`src/rtl/fma_pkg.sv`:
```
// Shared constants and types for the FMA operand feeder.
// Word geometry follows IEEE-754 single precision.
package fma_pkg;

    localparam int FP      = 32;
    localparam int EXPBITS = 8;
    localparam int MANBITS = 23;

    typedef enum logic {
        FALSE = 1'b0,
        TRUE  = 1'b1
    } bool_e;

    typedef enum logic [2:0] {
        IDLE    = 3'd0,
        ISSUE   = 3'd1,
        WAIT    = 3'd2,
        DELIVER = 3'd3,
        ERROR   = 3'd4
    } feeder_state_e;

endpackage

```
`src/rtl/fma_operand_feeder_if.sv`:
```
// Operand/answer handshake between the feeder (master) and the FMA (slave).
// Signal names carry the direction as seen from the feeder.
interface fma_operand_feeder_if #(
    parameter int FP = 32
);
    logic          float_0_req_out;
    logic          float_1_req_out;
    logic [FP-1:0] float_0_out;
    logic [FP-1:0] float_1_out;
    logic          fma_busy_in;
    logic          fma_ready_answer_in;
    logic [FP-1:0] fma_answer_in;
    logic          fma_overflow_in;
    logic          fma_underflow_in;

    modport master (
        output float_0_req_out, float_1_req_out, float_0_out, float_1_out,
        input  fma_busy_in, fma_ready_answer_in, fma_answer_in,
               fma_overflow_in, fma_underflow_in
    );

    modport slave (
        input  float_0_req_out, float_1_req_out, float_0_out, float_1_out,
        output fma_busy_in, fma_ready_answer_in, fma_answer_in,
               fma_overflow_in, fma_underflow_in
    );
endinterface

```
`src/rtl/fma_operand_feeder_fifo.sv`:
```
// Operand-pair FIFO: DEPTH entries of W bits, head visible without a pop.
// Full/empty are registered so they are stable for the whole cycle.
module fma_operand_fifo #(
    parameter int W     = 64,
    parameter int DEPTH = 4
) (
    input  logic         clk,
    input  logic         rst,
    input  logic         push,
    input  logic [W-1:0] din,
    input  logic         pop,
    output logic         full,
    output logic         empty,
    output logic [W-1:0] head
);
    localparam int AW = (DEPTH > 1) ? $clog2(DEPTH) : 1;
    localparam logic [AW:0] FULL_CNT = (AW+1)'(DEPTH);

    logic [W-1:0]  mem_r [DEPTH];
    logic [AW-1:0] wr_ptr_r;
    logic [AW-1:0] rd_ptr_r;
    logic [AW:0]   count_r;
    logic [AW:0]   count_s;
    logic          full_r;
    logic          empty_r;
    logic          wr_s;
    logic          rd_s;

    // A push is gated by the registered full flag, so it is dropped even when a pop coincides
    always_comb begin
        wr_s = push && !full_r;
        rd_s = pop && !empty_r;
        case ({wr_s, rd_s})
            2'b10:   count_s = count_r + (AW+1)'(1);
            2'b01:   count_s = count_r - (AW+1)'(1);
            default: count_s = count_r;
        endcase
    end

    // Storage, pointers and occupancy flags
    always_ff @(posedge clk or posedge rst) begin
        if (rst) begin
            for (int i = 0; i < DEPTH; i++) begin
                mem_r[i] <= {W{1'b0}};
            end
            wr_ptr_r <= {AW{1'b0}};
            rd_ptr_r <= {AW{1'b0}};
            count_r  <= {(AW+1){1'b0}};
            full_r   <= 1'b0;
            empty_r  <= 1'b1;
        end else begin
            if (wr_s) begin
                mem_r[wr_ptr_r] <= din;
                wr_ptr_r        <= wr_ptr_r + AW'(1);
            end
            if (rd_s) begin
                rd_ptr_r <= rd_ptr_r + AW'(1);
            end
            count_r <= count_s;
            full_r  <= (count_s == FULL_CNT);
            empty_r <= (count_s == {(AW+1){1'b0}});
        end
    end

    assign full  = full_r;
    assign empty = empty_r;
    assign head  = mem_r[rd_ptr_r];

endmodule

```
`src/rtl/fma_operand_feeder.sv`:
```
// Feeds buffered operand pairs to an FMA one at a time, accumulates sticky
// flags over a vector and returns the final answer; a watchdog traps a hung FMA.
module fma_operand_feeder #(
    parameter int FP       = 32,
    parameter int DEPTH    = 4,
    parameter int LEN_BITS = 4,
    parameter int TIMEOUT  = 64
) (
    input  logic                clk,
    input  logic                rst,
    input  logic                push_in,
    input  logic [FP-1:0]       op_a_in,
    input  logic [FP-1:0]       op_b_in,
    input  logic [LEN_BITS-1:0] vec_len_in,
    output logic                full_out,
    fma_operand_feeder_if.master fma,
    output logic                result_valid_out,
    output logic [FP-1:0]       result_out,
    output logic                overflow_out,
    output logic                underflow_out,
    output logic                timeout_out,
    output logic                busy_out
);
    import fma_pkg::*;

    localparam int TW = (TIMEOUT > 2) ? $clog2(TIMEOUT) : 1;
    localparam logic [TW-1:0] TMO_LAST = TW'(TIMEOUT - 1);

    feeder_state_e       state_r;
    feeder_state_e       state_s;
    logic                req_r;
    logic                req_s;
    logic                busy_r;
    logic                result_valid_r;
    logic [FP-1:0]       result_r;
    logic                ovf_r;
    logic                unf_r;
    logic                tmo_r;
    logic [LEN_BITS:0]   len_r;
    logic [LEN_BITS:0]   pair_cnt_r;
    logic [TW-1:0]       timer_r;
    logic                empty_s;
    logic                full_s;
    logic [2*FP-1:0]     head_s;
    logic                xfer_s;
    logic                answer_s;

    fma_operand_fifo #(
        .W     (2 * FP),
        .DEPTH (DEPTH)
    ) u_fifo (
        .clk   (clk),
        .rst   (rst),
        .push  (push_in),
        .din   ({op_a_in, op_b_in}),
        .pop   (xfer_s),
        .full  (full_s),
        .empty (empty_s),
        .head  (head_s)
    );

    assign xfer_s   = req_r && !fma.fma_busy_in;
    assign answer_s = (state_r == WAIT) && fma.fma_ready_answer_in;

    // State register
    always_ff @(posedge clk or posedge rst) begin
        if (rst) begin
            state_r <= IDLE;
        end else begin
            state_r <= state_s;
        end
    end

    // Next state and next request; an answer on the timeout cycle takes priority
    always_comb begin
        state_s = state_r;
        req_s   = 1'b0;
        case (state_r)
            IDLE: begin
                if (!empty_s) state_s = ISSUE;
                else          state_s = IDLE;
            end
            ISSUE: begin
                if (xfer_s) state_s = WAIT;
                else        state_s = ISSUE;
                if (!empty_s && !xfer_s) req_s = 1'b1;
                else                     req_s = 1'b0;
            end
            WAIT: begin
                if (answer_s) begin
                    if (pair_cnt_r == len_r) state_s = DELIVER;
                    else                     state_s = ISSUE;
                end else if (timer_r == TMO_LAST) begin
                    state_s = ERROR;
                end else begin
                    state_s = WAIT;
                end
            end
            DELIVER: state_s = IDLE;
            ERROR:   state_s = ERROR;
            default: state_s = IDLE;
        endcase
    end

    // Registered outputs, counters and sticky flags
    always_ff @(posedge clk or posedge rst) begin
        if (rst) begin
            req_r          <= 1'b0;
            busy_r         <= 1'b0;
            result_valid_r <= 1'b0;
            result_r       <= {FP{1'b0}};
            ovf_r          <= 1'b0;
            unf_r          <= 1'b0;
            tmo_r          <= 1'b0;
            len_r          <= {(LEN_BITS+1){1'b0}};
            pair_cnt_r     <= {(LEN_BITS+1){1'b0}};
            timer_r        <= {TW{1'b0}};
        end else begin
            req_r          <= req_s;
            busy_r         <= (state_s != IDLE);
            result_valid_r <= (state_s == DELIVER);
            if ((state_r == IDLE) && (state_s == ISSUE)) begin
                len_r      <= (vec_len_in == {LEN_BITS{1'b0}}) ?
                              {{LEN_BITS{1'b0}}, 1'b1} : {1'b0, vec_len_in};
                pair_cnt_r <= {(LEN_BITS+1){1'b0}};
                ovf_r      <= 1'b0;
                unf_r      <= 1'b0;
            end else begin
                if (xfer_s) begin
                    pair_cnt_r <= pair_cnt_r + (LEN_BITS+1)'(1);
                end
                if (answer_s) begin
                    ovf_r <= ovf_r | fma.fma_overflow_in;
                    unf_r <= unf_r | fma.fma_underflow_in;
                end
            end
            if (xfer_s) begin
                timer_r <= {TW{1'b0}};
            end else if (state_r == WAIT) begin
                timer_r <= timer_r + TW'(1);
            end
            if (answer_s && (state_s == DELIVER)) begin
                result_r <= fma.fma_answer_in;
            end
            if (state_s == ERROR) begin
                tmo_r <= 1'b1;
            end
        end
    end

    assign full_out            = full_s;
    assign fma.float_0_req_out = req_r;
    assign fma.float_1_req_out = req_r;
    assign fma.float_0_out     = head_s[2*FP-1:FP];
    assign fma.float_1_out     = head_s[FP-1:0];
    assign result_valid_out    = result_valid_r;
    assign result_out          = result_r;
    assign overflow_out        = ovf_r;
    assign underflow_out       = unf_r;
    assign timeout_out         = tmo_r;
    assign busy_out            = busy_r;

endmodule
```
`src/flat_wrapper.sv`:
```
// flat-port wrapper written by rule: the top's interface ports become plain ports
module fma_operand_feeder_flat import fma_pkg::*;
#(
    parameter int FP       = 32,
    parameter int DEPTH    = 4,
    parameter int LEN_BITS = 4,
    parameter int TIMEOUT  = 64
)
  (clk, rst, push_in, op_a_in, op_b_in, vec_len_in, full_out, result_valid_out, result_out, overflow_out, underflow_out, timeout_out, busy_out, fma_float_0_req_out, fma_float_1_req_out, fma_float_0_out, fma_float_1_out, fma_fma_busy_in, fma_fma_ready_answer_in, fma_fma_answer_in, fma_fma_overflow_in, fma_fma_underflow_in);
  fma_operand_feeder_if #(.FP(FP)) fma_i ();
  input  logic clk;
  input  logic rst;
  input  logic push_in;
  input  logic [FP-1:0] op_a_in;
  input  logic [FP-1:0] op_b_in;
  input  logic [LEN_BITS-1:0] vec_len_in;
  output logic full_out;
  output logic result_valid_out;
  output logic [FP-1:0] result_out;
  output logic overflow_out;
  output logic underflow_out;
  output logic timeout_out;
  output logic busy_out;
  output wire logic [$bits(fma_i.float_0_req_out)-1:0] fma_float_0_req_out;
  output wire logic [$bits(fma_i.float_1_req_out)-1:0] fma_float_1_req_out;
  output wire logic [$bits(fma_i.float_0_out)-1:0] fma_float_0_out;
  output wire logic [$bits(fma_i.float_1_out)-1:0] fma_float_1_out;
  input wire logic [$bits(fma_i.fma_busy_in)-1:0] fma_fma_busy_in;
  input wire logic [$bits(fma_i.fma_ready_answer_in)-1:0] fma_fma_ready_answer_in;
  input wire logic [$bits(fma_i.fma_answer_in)-1:0] fma_fma_answer_in;
  input wire logic [$bits(fma_i.fma_overflow_in)-1:0] fma_fma_overflow_in;
  input wire logic [$bits(fma_i.fma_underflow_in)-1:0] fma_fma_underflow_in;
  assign fma_float_0_req_out = fma_i.float_0_req_out;
  assign fma_float_1_req_out = fma_i.float_1_req_out;
  assign fma_float_0_out = fma_i.float_0_out;
  assign fma_float_1_out = fma_i.float_1_out;
  assign fma_i.fma_busy_in = fma_fma_busy_in;
  assign fma_i.fma_ready_answer_in = fma_fma_ready_answer_in;
  assign fma_i.fma_answer_in = fma_fma_answer_in;
  assign fma_i.fma_overflow_in = fma_fma_overflow_in;
  assign fma_i.fma_underflow_in = fma_fma_underflow_in;
  fma_operand_feeder #(.FP(FP), .DEPTH(DEPTH), .LEN_BITS(LEN_BITS), .TIMEOUT(TIMEOUT)) u_core (.clk(clk), .rst(rst), .push_in(push_in), .op_a_in(op_a_in), .op_b_in(op_b_in), .vec_len_in(vec_len_in), .full_out(full_out), .fma(fma_i), .result_valid_out(result_valid_out), .result_out(result_out), .overflow_out(overflow_out), .underflow_out(underflow_out), .timeout_out(timeout_out), .busy_out(busy_out));
endmodule
```
`config.mk`:
```
export PLATFORM = sky130hd
export DESIGN_NAME = fma_operand_feeder_flat
export DESIGN_NICKNAME = d
export VERILOG_FILES = /design/src/rtl/fma_pkg.sv /design/src/rtl/fma_operand_feeder_if.sv /design/src/rtl/fma_operand_feeder_fifo.sv /design/src/rtl/fma_operand_feeder.sv /design/src/flat_wrapper.sv
export SDC_FILE = /design/constraint.sdc
export NUM_CORES = 1
export LEC_CHECK = 0
export ABC_AREA = 0
export CAP_MARGIN = 20
export CORE_MARGIN = 4
export CORE_UTILIZATION = 56
export CTS_BUF_LIST = sky130_fd_sc_hd__clkbuf_2 sky130_fd_sc_hd__clkbuf_4 sky130_fd_sc_hd__clkbuf_8
export DETAILED_ROUTE_END_ITERATION = 8
export PLACE_DENSITY = 0.8
export SETUP_SLACK_MARGIN = 0.4
export SYNTH_ARGS = -nofsm -noshare
export SYNTH_HDL_FRONTEND = slang
export SYNTH_SLANG_ARGS = --single-unit
export TNS_END_PERCENT = 1
```
`constraint.sdc`:
```
create_clock -name clk -period 14.3 [get_ports clk]
set_input_delay 2.86 -clock clk [delete_from_list [all_inputs] [get_ports clk]]
set_output_delay 2.86 -clock clk [all_outputs]
set_load 0.005 [all_outputs]
```
### Yosys cells after proc, flatten, opt, wreduce, memory -nomap -nowiden

Cells that the tools add are included.

| word-level totals | value |
|---|---|
| output and inout bits | 104 |
| register bits after elaboration | 322 |

| operators by class | value |
|---|---|
| add/subtract/negate cells | 6 |
| bitwise logic cells | 4 |
| magnitude comparators | 3 |
| equal/unequal tests | 11 |
| muxes and demuxes | 24 |
| reductions and logical operators | 19 |

Operator list:

| cell | number |
|---|---|
| bitwise mux 256 bit | 1 |
| 2-to-1 mux 64 bit | 3 |
| binary-select mux 64 bit (select 2 bit) | 1 |
| demux 64 bit (select 2 bit) | 1 |
| 2-to-1 mux 6 bit | 2 |
| one-hot mux 3 bit (4 select lines) | 1 |
| 2-to-1 mux 5 bit | 2 |
| == test 3 bit (second input constant) | 3 |
| logical AND 1 bit | 8 |
| 2-to-1 mux 1 bit | 7 |
| adder 6 x 1 -> 6 bit (second input constant) | 1 |
| == test 3 x 1 -> 1 bit (second input constant) | 2 |
| == test 3 x 2 -> 1 bit (second input constant) | 2 |
| == test 6 bit (second input constant) | 1 |
| >= comparator 3 bit (second input constant) | 2 |
| logical NOT 3 bit | 2 |
| 2-to-1 mux 3 bit | 2 |
| NOT 2 -> 3 bit | 2 |
| one-hot mux 3 bit (2 select lines) | 1 |
| nonzero test 2 bit | 3 |
| adder 5 x 1 -> 5 bit (second input constant) | 1 |
| == test 5 bit | 1 |
| adder 2 x 1 -> 2 bit (second input constant) | 2 |
| logical NOT 1 bit | 4 |
| 10 further kinds | 12 |

### Longest topological paths before layout

| logic depth | value |
|---|---|
| depth in word-level cells | 7 |
| gate-level depth with buffers | 10 |

### Cells and area by module

A second synthesis with hierarchy kept.

| unflattened totals | value |
|---|---|
| cell total of the unflattened synthesis | 833 |
| area, all modules | 15248.4 sq um |

Modules (own cells, without submodules):

| module | area an instance (sq um) | instances | sequential area each (sq um) | cells an instance |
|---|---|---|---|---|
| fma_operand_fifo | 12801.0 | 1 | 6632.6 | 664 |
| fma_operand_feeder | 2447.3 | 1 | 1401.3 | 169 |

### Worst setup path after synthesis

OpenSTA, ideal clock, no wires.

| path | value |
|---|---|
| path type | input -> register |
| start point | in fma_fma_busy_in |
| end point | reg u_core.u_fifo.full_r (netlist: u_core.u_fifo.full) |
| slack | 9.834 ns |
| setup time | 0.073 ns |
| cell stages on the path | 9 |
| arrival time | 4.393 ns |
| data required time | 14.227 ns |
| path through | nand2b_1 nor2_1 ha_1 inv_1 fa_1 xor2_1 nor2_1 xor2_1 nor2b_1 |

| between the ends | value |
|---|---|
| cells in the longest elaborated chain, start to end | 6 |

Ends and longest elaborated chain:

| item | RTL line | text |
|---|---|---|
| start: declaration | flat_wrapper.sv:28 | `input wire logic [$bits(fma_i.fma_busy_in)-1:0] fma_fma_busy_in;` |
| logical NOT 1 bit (*) | fma_operand_feeder.sv:62 | `assign xfer_s = req_r && !fma.fma_busy_in;` |
| logical AND 1 bit (*) | fma_operand_feeder.sv:62 |  |
| logical AND 1 bit (*) | fma_operand_feeder_fifo.sv:32 | `rd_s = pop && !empty_r;` |
| == test 2 x 1 -> 1 bit or == test 2 bit (tied branches) | fma_operand_feeder_fifo.sv:33 | `case ({wr_s, rd_s})` |
| one-hot mux 3 bit (2 select lines) (*) | fma_operand_feeder_fifo.sv:33 |  |
| net u_core.u_fifo.count_s[2] | fma_operand_feeder_fifo.sv:23 | `logic [AW:0] count_s;` |
| == test 3 bit (*) | fma_operand_feeder_fifo.sv:60 | `full_r <= (count_s == FULL_CNT);` |
| end signal: assignment | fma_operand_feeder_fifo.sv:60 |  |
| end: declaration | fma_operand_feeder_fifo.sv:24 | `logic full_r;` |

The timed path passes the listed nets; every way through them passes the cells marked *.
A chain may end at the register's enable or synchronous reset.

### Worst setup path in the final report

| path | value |
|---|---|
| start point | reg u_core.u_fifo.rd_ptr_r[0] |
| end point | out fma_float_0_out[12] |

| between the ends | value |
|---|---|
| cells in the longest elaborated chain, start to end | 4 |

Ends and longest elaborated chain:

| item | RTL line | text |
|---|---|---|
| start: declaration | fma_operand_feeder_fifo.sv:21 | `logic [AW-1:0] rd_ptr_r;` |
| start signal: assignment | fma_operand_feeder_fifo.sv:47 | `rd_ptr_r <= {AW{1'b0}};` |
| start signal: assignment | fma_operand_feeder_fifo.sv:57 | `rd_ptr_r <= rd_ptr_r + AW'(1);` |
| NOT 2 -> 3 bit (not written as such) | fma_operand_feeder_fifo.sv:67 | `assign head = mem_r[rd_ptr_r];` |
| binary-select mux 64 bit (select 2 bit) | fma_operand_feeder_fifo.sv:67 |  |
| 2-to-1 mux 64 bit (not written as such) (2 in a row) | fma_operand_feeder_fifo.sv:67 |  |
| end: declaration | flat_wrapper.sv:26 | `output wire logic [$bits(fma_i.float_0_out)-1:0] fma_float_0_out;` |

No other way between the ends. The select of a mux whose other input is x is not followed.

==> results_dict.tcl <==
set metrics [dict create \
    status "finished, final reports clean" \
    r2r_start "u_core.u_fifo.full" \
    vias 7829 \
    layout.cells.most_common_list "dfrtp_1 (318), mux2_2 (262), clkdlybuf4s50_1 (210), clkbuf_8 (65), mux4_2 (64)" \
    tightest_slew_ns 1.12 \
    gr-usage-all-layers_pct 20.9 \
    grt_overflow_total 0 \
    holdPathEnd "u_core.timeout_out" \
    hp-class "register to register" \
    switchingPower_w 0.000855 \
    slew_viol_final 0 \
    n_antenna_cell 0 \
    slowest_stage "dfrtp_4" \
    nets 1168 \
    grt_pass1_wl_um 45100 \
    clock_path_buffers 3 \
    clk_pin_slew_ns 0.06 \
    swShare_pct 26.2 \
    start_util_pct 56.9 \
    cts-root-buf "clkbuf_8" \
    netlist_instances 828 \
    die_x_um 165 \
    syn_nets 943 \
    synth_edf_count 0 \
    drt-total-wl_um 28200 \
    worstHoldPathCells 1 \
    path_delay_family "buffers and inverters" \
    layout_commonest_cell "dfrtp_1" \
    power_frac_comb_pct 30.3 \
    yosys_warnings 0 \
    area_delta_synth_final_pct 25.1 \
    p_clk_share_pct 24.7 \
    place_ws_ns 8.60 \
    grt_max_degree 197 \
    vias_per_cell 5.53 \
    wl_per_cell_um 19.9 \
    place_area_mm2 0.0162 \
    htree_num_levels 2 \
    hold_viol 0 \
    cts_setup_buffers 0 \
    cts_tree "yes" \
    clk_latency_ns 0.57 \
    fin_ws_ns 8.19 \
    vdd.ir_drop.worst_uv 115 \
    worstSetupStartpointType "register" \
    grt_pass1_vias 8486 \
    drc_errors 0 \
    fp.dieH_um 165 \
    ant_nets 0 \
    crit_path_end_kind "output pin" \
    rr_worst_depth 4 \
    rsz0062_at_grt "false" \
    slew-limit-headroom_pct 25.5 \
    yosysUniqueCellTypes 35 \
    rr_endpoint "u_core.u_fifo.mem_r[155]" \
    path_class "register to output pin" \
    leakage_nw 7.38 \
    ctsHoldBuffers 0 \
    hold_start "u_core.timeout_out" \
    fin_util_pct 71.2 \
    ys_ff_latch 321 \
    core_area_mm2 0.0242 \
    cts.sink_count 321 \
    r2r_slack_ns 11.60 \
    finalSetupViolCount 0 \
    die_area_mm2 0.0272 \
    fin_area_mm2 0.0173 \
    period_share_pct 42.7 \
    fmax_mhz 164 \
    drt_first_pass_iters 5 \
    portBuffers 210 \
    layout-drive-gt1-share_pct 43.2 \
    cts_resized 0 \
    p_seq_share_pct 45.0 \
    crit_required_ns 11.44 \
    max_stage_delay_ns 0.77 \
    io_pins 211 \
    syn_area_mm2 0.0138 \
    gp_congestion 0.746 \
    yosysSeqAreaShare_pct 58.2 \
    fillers 1630 \
    antenna_found_initial 2 \
    async_flop_share_pct 100 \
    drt_iter0_drc 400 \
    cap_violations 0 \
    cts_buffers 51 \
    path_buf_inv 2 \
    crit_path_cell_trace "buf_4, mux4_2, clkdlybuf4s50_1" \
    rows 57 \
    ys.flop_type "dfrtp_1" \
    hpwl_um 17300 \
    fin_worst_skew_ns 0.0258 \
    crit_arrival_ns 3.25 \
    min_period_ns 6.11 \
    power_density_mw_per_mm2 189 \
    p_int_w 0.00241 \
    avgSynthCellArea_um2 16.7 \
    cp_max_fo 40 \
    fin_setup_tns_ns 0 \
]
-- how the worst max path moves through the flow --
stage                                    end  slack, ns  cells past startpoint                       from
CTS                      fma_float_0_out[10]       8.03                      3  u_core.u_fifo.rd_ptr_r[0]
floorplan                    u_core.busy_out       2.56                      1                        rst
finish                   fma_float_0_out[12]       8.19                      3  u_core.u_fifo.rd_ptr_r[0]
global route             fma_float_0_out[12]       7.92                      3  u_core.u_fifo.rd_ptr_r[0]
detailed placement  u_core.u_fifo.mem_r[168]       8.60                      5                    push_in
global placement         fma_float_0_out[21]       8.65                      3  u_core.u_fifo.rd_ptr_r[0]
-- cells in the mapped netlist (all sizes together) (2+ instances only) --
library cell	instances	share of area [%]
dfrtp	320	58
mux2	291	25
mux4	64	10
buf	39	1.6
nor2	21	0.57
xor2	14	0.89
nand2	12	0.33
clkbuf	8	0.22
inv	8	0.22
ha	7	0.63
a21oi	6	0.22
xnor2	5	0.32
nand4	4	0.18
nand2b	3	0.14
nand3	3	0.20
nor2b	3	0.14
nor3	3	0.11
or2	3	0.14
mux2i	2	0.15
or4	2	0.11
-- per-stage QoR --
stage / total power (W) / instances / hold WS [ns]
floorplan: 0.00209 / 828 / 0.446
global placement: 0.00244 / 1323 / 0.462
detailed placement: 0.00249 / 1323 / 0.465
CTS: 0.00331 / 1416 / 0.486
global route: 0.00346 / 1417 / 0.502
finish: 0.00327 / 1417 / 0.482
-- logic make-up (layout without fill, tap and decap cells) --
family,Yosys count,count (layout),synth area share (%)
AND/OR/NAND/NOR,59,59,2.25
buffers and inverters,55,320,2.00
flip-flops,321,321,58.2
adder cells (fa/ha/maj),8,8,0.780
AO/OA/AOI/OAI,9,9,0.381
multiplexers,357,357,35.1
XOR/XNOR,19,19,1.21
-- flip-flops by register name (all words and copies together), names as in the netlist, 2 cells and up --
signal	flops
u_core.len_r	4
u_core.pair_cnt_r	5
u_core.result_out	32
u_core.state_r	3
u_core.timer_r	6
u_core.u_fifo.count_r	3
u_core.u_fifo.mem_r	256
u_core.u_fifo.rd_ptr_r	2
u_core.u_fifo.wr_ptr_r	2
-- power groups by stage --
stage               Clock, W  Sequential (W)  Combinational, W
finish              0.000806         0.00147          0.000989
floorplan                  0         0.00142          0.000671
global placement           0         0.00146          0.000974
CTS                 0.000830         0.00147           0.00101
global route        0.000871         0.00151           0.00107
detailed placement         0         0.00148           0.00100
-- per-layer routing --
| metal | track usage, % | vias to the layer above | share of wire [%] |
|---|---|---|---|
| met2 | 33.7 | 166 | 49 |
| met4 | 4.99 | 4 | 1.2 |
| met3 | 4.47 | 34 | 4.8 |
| met1 | 29.5 | 4144 | 44 |
| met5 | 0 | - | 0.053 |
| li1 | - | 3481 | - |
-- cell type report --
class	instances	area (um2)	area share, %
inverter	8	37.5	0.217
clock buffer	82	1020	5.92
tap	324	405	2.35
multi-input combinational	452	5500	31.9
clock inverter	11	62.6	0.362
sequential	321	8040	46.6
timing repair buffer	219	2190	12.7
-- worst register-to-register path, cell delays in order, from the launching register on --
cell	delay (ns)
dfrtp_1	0.41
nor2b_1	0.55
nand2_2	0.76
buf_4	0.53
mux2_2	0.35
No activity file was read; power rests on OpenSTA's default activity.
